**src/rtl/lockstep_cmp_pkg.sv**
```systemverilog
// Shared definitions for the lockstep comparator: run-state encoding and
// the compare-mode selector values.
package lockstep_cmp_pkg;

  typedef enum logic [1:0] {
    ST_IDLE = 2'd0,
    ST_RUN  = 2'd1,
    ST_DONE = 2'd2
  } state_t;

  localparam int MODE_EXACT = 0;
  localparam int MODE_SPECX = 1;

endpackage

```
**src/rtl/lockstep_cmp_chan.sv**
```systemverilog
// One channel of the lockstep compare: flags a mismatch between the
// reference and implementation values of a single WIDTH-bit channel.
module lockstep_cmp_chan
  import lockstep_cmp_pkg::*;
#(
  parameter int WIDTH = 4,
  parameter int MODE  = MODE_EXACT
) (
  input  logic [WIDTH-1:0] spec,
  input  logic [WIDTH-1:0] impl,
  output logic             mismatch
);

  // A spec bit that is neither 0 nor 1 is X or Z; MODE_SPECX treats it as don't-care.
  always_comb begin
    mismatch = 1'b0;
    for (int unsigned i = 0; i < WIDTH; i++) begin
      if (spec[i] !== impl[i]) begin
        if ((MODE == MODE_EXACT) || (spec[i] === 1'b0) || (spec[i] === 1'b1)) begin
          mismatch = 1'b1;
        end
      end
    end
  end

endmodule

```
**src/rtl/lockstep_cmp.sv**
```systemverilog
// Lockstep comparator: compares NCH reference/implementation channels per
// sample during a start/stop run, counting samples and failing samples.
module lockstep_cmp
  import lockstep_cmp_pkg::*;
#(
  parameter int WIDTH = 4,
  parameter int NCH   = 6,
  parameter int TAGW  = 8,
  parameter int CNTW  = 16,
  parameter int MODE  = MODE_EXACT,
  localparam int CHW  = (NCH > 1) ? $clog2(NCH) : 1
) (
  input  logic                 clk,
  input  logic                 rst,
  input  logic                 start,
  input  logic                 stop,
  input  logic                 sample_valid,
  input  logic [NCH*WIDTH-1:0] spec_bus,
  input  logic [NCH*WIDTH-1:0] impl_bus,
  input  logic [TAGW-1:0]      tag,
  output logic                 busy,
  output logic                 done,
  output logic                 pass,
  output logic [NCH-1:0]       mismatch_mask,
  output logic [CNTW-1:0]      sample_cnt,
  output logic [CNTW-1:0]      fail_cnt,
  output logic [CHW-1:0]       first_ch,
  output logic [TAGW-1:0]      first_tag,
  output logic [WIDTH-1:0]     first_spec,
  output logic [WIDTH-1:0]     first_impl
);

  state_t state, next_state;

  logic [NCH-1:0]   chan_mm;
  logic [CHW-1:0]   low_idx;
  logic [WIDTH-1:0] low_spec;
  logic [WIDTH-1:0] low_impl;
  logic             enter_run;
  logic             take;

  for (genvar k = 0; k < NCH; k++) begin : g_chan
    lockstep_cmp_chan #(
      .WIDTH (WIDTH),
      .MODE  (MODE)
    ) u_chan (
      .spec     (spec_bus[k*WIDTH +: WIDTH]),
      .impl     (impl_bus[k*WIDTH +: WIDTH]),
      .mismatch (chan_mm[k])
    );
  end

  always_ff @(posedge clk or posedge rst) begin
    if (rst) state <= ST_IDLE;
    else     state <= next_state;
  end

  always_comb begin
    next_state = state;
    case (state)
      ST_IDLE: if (start) next_state = ST_RUN;
      ST_RUN:  if (stop)  next_state = ST_DONE;
      ST_DONE: if (start) next_state = ST_RUN;
      default: next_state = ST_IDLE;
    endcase
  end

  assign busy      = (state == ST_RUN);
  assign done      = (state == ST_DONE);
  assign pass      = done && (fail_cnt == '0);
  assign enter_run = (state != ST_RUN) && (next_state == ST_RUN);
  assign take      = (state == ST_RUN) && sample_valid;

  // Lowest failing channel and its values, for first-failure capture.
  always_comb begin
    logic found;
    found    = 1'b0;
    low_idx  = '0;
    low_spec = '0;
    low_impl = '0;
    for (int unsigned k = 0; k < NCH; k++) begin
      if (chan_mm[k] && !found) begin
        found    = 1'b1;
        low_idx  = CHW'(k);
        low_spec = spec_bus[k*WIDTH +: WIDTH];
        low_impl = impl_bus[k*WIDTH +: WIDTH];
      end
    end
  end

  always_ff @(posedge clk or posedge rst) begin
    if (rst) begin
      mismatch_mask <= '0;
      sample_cnt    <= '0;
      fail_cnt      <= '0;
      first_ch      <= '0;
      first_tag     <= '0;
      first_spec    <= '0;
      first_impl    <= '0;
    end else if (enter_run) begin
      mismatch_mask <= '0;
      sample_cnt    <= '0;
      fail_cnt      <= '0;
      first_ch      <= '0;
      first_tag     <= '0;
      first_spec    <= '0;
      first_impl    <= '0;
    end else if (take) begin
      mismatch_mask <= chan_mm;
      if (sample_cnt != '1) sample_cnt <= sample_cnt + CNTW'(1);
      if (|chan_mm) begin
        if (fail_cnt != '1) fail_cnt <= fail_cnt + CNTW'(1);
        // fail_cnt never returns to zero within a run, so zero marks the first failure.
        if (fail_cnt == '0) begin
          first_ch   <= low_idx;
          first_tag  <= tag;
          first_spec <= low_spec;
          first_impl <= low_impl;
        end
      end
    end
  end

endmodule

```
**config.mk**
```make
export PLATFORM = sky130hd
export DESIGN_NAME = lockstep_cmp
export DESIGN_NICKNAME = d
export VERILOG_FILES = /design/src/rtl/lockstep_cmp_pkg.sv /design/src/rtl/lockstep_cmp_chan.sv /design/src/rtl/lockstep_cmp.sv
export SDC_FILE = /design/constraint.sdc
export NUM_CORES = 1
export LEC_CHECK = 0
export BUFFER_PORTS_ARGS = -buffer_cell sky130_fd_sc_hd__buf_4
export CELL_PAD_IN_SITES_DETAIL_PLACEMENT = 1
export CELL_PAD_IN_SITES_GLOBAL_PLACEMENT = 2
export CORE_ASPECT_RATIO = 1.75
export CORE_MARGIN = 4
export CORE_UTILIZATION = 30
export DETAILED_ROUTE_END_ITERATION = 7
export PLACE_DENSITY = 0.81
export REMOVE_ABC_BUFFERS = 1
export SLEW_MARGIN = 20
export SYNTH_ARGS = -nofsm -noshare
export SYNTH_HDL_FRONTEND = slang
export SYNTH_SLANG_ARGS = --single-unit
```
**constraint.sdc**
```tcl
create_clock -name clk -period 4.8 [get_ports clk]
set_clock_uncertainty 0.1 [all_clocks]
set_input_delay 0.24 -clock clk [delete_from_list [all_inputs] [get_ports clk]]
set_output_delay 0.24 -clock clk [all_outputs]
set_load 0.005 [all_outputs]
```
; Word-level counts from Yosys, hierarchy flattened
; Cells that the tools add are included.
[op_classes]
n_mux = 74
add_sub_neg = 2
n_reduce_logical = 25
eq_ne = 30
[op_table]
columns = op, count
row1 = $mux W16, 7
row2 = $mux W4, 20
row3 = $add A16 B1 Y16 const B, 2
row4 = $mux W8, 4
row5 = $ne A16 B16 Y1 const B, 2
row6 = $mux W1, 30
row7 = $mux W3, 8
row8 = $nex A1 B1 Y1, 24
row9 = $logic_not A16 Y1, 1
row10 = $mux W6, 2
row11 = $reduce_bool A2 Y1, 5
row12 = $logic_and A1 B1 Y1, 8
row13 = $reduce_and A3 Y1, 2
row14 = $reduce_or A6 Y1, 1
row15 = $logic_not A1 Y1, 5
row16 = $eq A2 B1 Y1 const B, 2
row17 = $mux W2, 2
row18 = $pmux W2 S2, 1
row19 = $eq A2 B2 Y1 const B, 1
row20 = $logic_not A2 Y1, 1
row21 = $ne A2 B1 Y1 const B, 1
row22 = $reduce_and A2 Y1, 1
row23 = $reduce_or A2 Y1, 1
[word_totals]
output_inout_bits = 60
inputBits = 61
regBits = 59

; Longest topological paths before layout
[logic_depth]
word_depth = 25
depth_mapped = 9
ltp_nobuf = 8

; Modules after synthesis
; From an unflattened synthesis, not the netlist that was laid out.
[hier_totals]
hier_cells = 392
area_unflattened_um2 = 3623.5
[by_module_without_submodules]
columns = module, area_per_inst_um2, cells_each, n_inst, seq_area_each_um2
row1 = lockstep_cmp, 3375.7, 362, 1, 1476.4
row2 = lockstep_cmp_chan, 41.3, 5, 6, 0.0

; Least setup slack after synthesis
; OpenSTA, ideal clock, no wires.
[synth_path]
path_kind = register -> register
start = reg fail_cnt[0]
end = reg fail_cnt[11]
period_less_slack_ps = 2326
setup_ps = 78
stages_incl_launch_ff = 8
t_required_ps = 4622
path_slack_ps = 2474
arrival_time_ps = 2147
path_cell_list = dfrtp_1 > ha_1 > and3_1 > and3_1 > a31oi_1 > o2111ai_1 > or4_1 > a21oi_1
[synth_between]
elab_chain_len = 5
[synth_lines]
columns = element, line_no
row1 = start: declaration, lockstep_cmp.sv:26  ; output logic [CNTW-1:0] fail_cnt,
row2 = start signal: assignment, lockstep_cmp.sv:112  ; if (fail_cnt != '1) fail_cnt <= fail_cnt + CNTW'(1);
row3 = $add A16 B1 Y16, lockstep_cmp.sv:112
row4 = $mux W16, lockstep_cmp.sv:112
row5 = $mux W16, lockstep_cmp.sv:111  ; if (|chan_mm) begin
row6 = $mux W16, lockstep_cmp.sv:108  ; end else if (take) begin
row7 = $mux W16, lockstep_cmp.sv:100  ; end else if (enter_run) begin
; Several ways; a longest one is shown, not always the timed one. The select of a mux whose other input is x is not followed.
; A chain may end at the register's enable or synchronous reset.

; Worst setup path in the final report
[layout_path]
start = reg fail_cnt[0]
end = reg first_impl[0]
[layout_between]
elab_chain_len = 3
[layout_lines]
columns = element, line_no
row1 = $logic_not A16 Y1, lockstep_cmp.sv:114  ; if (fail_cnt == '0) begin
row2 = $reduce_bool A2 Y1 (no line), -
row3 = $reduce_and A3 Y1 (no line), -
row4 = end signal: assignment, lockstep_cmp.sv:118  ; first_impl <= low_impl;
row5 = end: declaration, lockstep_cmp.sv:30  ; output logic [WIDTH-1:0] first_impl
; No other way between the ends.

==> impl_metrics.toml <==
[status]
status = "complete, no violations"

[global_route]
grt_antenna_before_repair = 0
grt_first_pass_wirelength_um = 19300
grt_max_degree = 60
grtUsageTotal_pct = 18.8
grt_pass1_vias = 3760
overflow = 0

[sta]
finalSetupViolations = 0
relSlewSlack_pct = 34.0
fmax_mhz = 305
rsz0062_at_grt = "no"
hold_viol_final = 0
finalMaxSlewViolations = 0
fin_crit_sh_pct = 68.2
tightest_slew_ns = 0.987
tns_ns = 0
fin_crit_ns = 3.28

[clock_tree]
cts_tree = "yes"
clk_latency_ns = 0.33
cts_buffers = 9
cts_max_path_buffers = 2
cts.reportedPaths.clkPinSlew_ns = 0.06
cts-htree-levels = 3
cts.sinks = 59
root_buffer = "clkbuf_16"

[worst_setup_path]
cp_max_fo = 13
cp_top_family = "simple AND/OR/NAND/NOR gates"
cp_num_buf_inv = 1
crit_chain = "inv_1, ha_1, nor4b_1, nand4_1, nor2_1, a21boi_1, nor2_1, a32o_1"
slowest_delay_ns = 0.88
crit_path_frequent_cell = "nor2_1"
crit_arrival_ns = 3.39
worst_path_max_delay_cell = "a21boi_1"
start_kind = "flop"
setup.worst_path.class = "reg -> reg"
required_ns = 4.91
worstSetupEndpointType = "flop"

[final_layout]
drive_gt1_share_pct = 29.9
n_antenna_cell = 0
fin_cells = 641
area_growth_pct = 39.0
postLayoutCellArea_mm2 = 0.00482
final_nets = 568

[worst_hold_path]
hp-class = "in -> async"

[placed_design]
placed_area_mm2 = 0.00451
place_inst = 623
routabilityCongestion = 0.850
post-dp-hpwl_um = 9430
port_buffers = 120

[synthesis]
ys_warn_count = 0
synth-simple-area-share_pct = 23.5
yosysSeqAreaShare_pct = 42.5
synth_top_family_by_area = "simple AND/OR/NAND/NOR gates"
synth-adder-area-share_pct = 1.08
synth_area_mm2 = 0.00347
ys_ff_latch = 59
synth_mux_area_share_pct = 0.577
synth_edf_count = 0
synth-async-reset-ratio_pct = 100
synth_compound_area_share_pct = 19.1
yosys.cell_types.count = 53
synth_xor_area_share_pct = 9.84
ys.flop_type = "dfrtp_1"
synth_area_per_cell_um2 = 9.09
synth_cells = 382

[route]
dr.pass1.iters = 4
wl_met3_um = 794
wl_met1_um = 4440
drc = 0
wl_um = 12200
met2_length_um = 6770
drt_iter0_drc = 166
viasPerCell = 5.46
vias = 3500
topRoutingLayerUsed = "met4"
routedWlPerCell_um = 19.0
ant_nets = 0

[die]
boundaryPins = 121
std_cell_rows = 51
die_area_mm2 = 0.0134
core_mm2 = 0.0112
start_util_pct = 30.9
die_h_um = 150
die_w_um = 89.3

[power]
ir_worst_vdd_v = 0.000195
leakagePower_nw = 2.17
power-per-cell-area_mw_per_mm2 = 370

[run]
cap_viol_max_count = 0
-- metrics by stage --
stage	total power [mW]	util (%)	hold WS (ns)	setup slack [ns]
final	1.79	43.0	0.0522	1.52
after floorplan	0.859	-	0.222	1.60
after CTS	1.81	43.0	0.0494	1.50
after global placement	1.14	40.2	0.334	1.71
after global routing	1.90	43.0	0.0503	1.16
after detailed placement	1.16	40.2	0.347	1.51
-- final cells by class --
| cell class | count | area, µm² |
|---|---|---|
| clock buffers | 11 | 243 |
| clock inverters | 5 | 52.6 |
| fillers | 1311 | 6410 |
| inverters | 8 | 30.0 |
| multi-input cells | 298 | 1890 |
| flip-flops and latches | 59 | 1480 |
| well taps | 132 | 165 |
| repair buffers | 128 | 966 |
-- cells in the final DEF (no fill, tap or decap), types with 4 or more instances in the layout --
cell type,n
a32o_1,6
xor2_1,24
buf_4,126
nor2_1,38
or4_1,9
a21oi_1,25
nand3_1,21
inv_1,7
and4_1,5
or3_1,5
o21ai_0,13
o22ai_1,6
o31ai_1,7
and3_1,5
nand2b_1,7
dfrtp_1,59
clkbuf_16,9
nand4_1,13
nand2_1,39
xnor2_1,15
o211ai_1,4
a221oi_1,6
a221o_1,8
nor4_1,4
-- state kept, by name (all words and copies together), names as in the netlist --
| name | flops |
|---|---|
| first_spec | 4 |
| fail_cnt | 16 |
| first_impl | 4 |
| first_ch | 3 |
| first_tag | 8 |
| mismatch_mask | 6 |
| sample_cnt | 16 |
| state | 2 |
-- kinds of logic (layout without fill, tap and decap cells) --
| family | count (synthesis) | after routing |
|---|---|---|
| fa+ha+maj | 3 | 3 |
| flops | 59 | 59 |
| compound gates | 95 | 95 |
| xor+xnor | 39 | 39 |
| simple gates | 159 | 159 |
| mux | 2 | 2 |
| buf+inv | 25 | 152 |
-- cells in the mapped netlist (3+ instances only) --
master     n  area, µm²
o22ai_1    6       37.5
nor2_1    38        143
a32o_1     6       60.1
o21ai_2    3       26.3
nand4_1   13       81.3
nand3_1   21        105
nand2b_1   7       43.8
o31ai_1    7       52.6
nor4_1     5       31.3
a21oi_1   25        125
and2_1     3       18.8
ha_1       3       37.5
o21ai_0   13       65.1
xnor2_1   15        131
or4_1      9       67.6
a221o_1    8       80.1
inv_1      8       30.0
xor2_1    24        210
dfrtp_1   59       1480
or3_1      5       31.3
and4_1     5       43.8
clkbuf_1  12       45.0
a211oi_1   3       22.5
o211ai_1   4       30.0
and3_1     5       31.3
nand2_1   39        146
a221oi_1   6       52.6
-- routing by layer --
layer / vias up / track usage, %
li1: 1655 / -
met1: 1731 / 19.8
met2: 100 / 34.5
met3: 14 / 5.75
met4: 0 / 6.04
met5: - / 0
-- worst reg2reg max path: stages (launching register included) --
cell      delay [ns]
dfrtp_1         0.44
inv_1           0.10
ha_1            0.14
nor4b_1         0.21
nand4_1         0.18
nor2_1          0.54
a21boi_1        0.88
nor2_1          0.29
a32o_1          0.29
-- worst paths after layout --
path,start,slack (ns),cells after the start,endpoint
worst max-delay path,fail_cnt[0]$_DFFE_PP0P_,1.52,8,first_impl[0]$_DFFE_PP0P_
worst min-delay path,rst,0.05,3,fail_cnt[2]$_DFFE_PP0P_
worst max register to register,fail_cnt[0]$_DFFE_PP0P_,1.52,8,first_impl[0]$_DFFE_PP0P_
worst min register to register,mismatch_mask[0]$_DFFE_PP0P_,0.41,2,mismatch_mask[0]$_DFFE_PP0P_
max in group asynchronous,rst,4.01,3,mismatch_mask[1]$_DFFE_PP0P_
min in group clk,tag[2],0.06,3,first_tag[2]$_DFFE_PP0P_
-- repair_timing --
action	in CTS	in global routing
hold buffers	2	0
endpoints found under the hold margin	2	0
gates resized for setup	0	0
setup buffers	0	0
-- power breakdown --
group	total (mW)	switching [mW]	internal, mW
registers	0.657	0.0749	0.582
clock network	0.649	0.236	0.413
logic	0.481	0.243	0.238
Note: power is estimated with default switching activity, not from simulation.
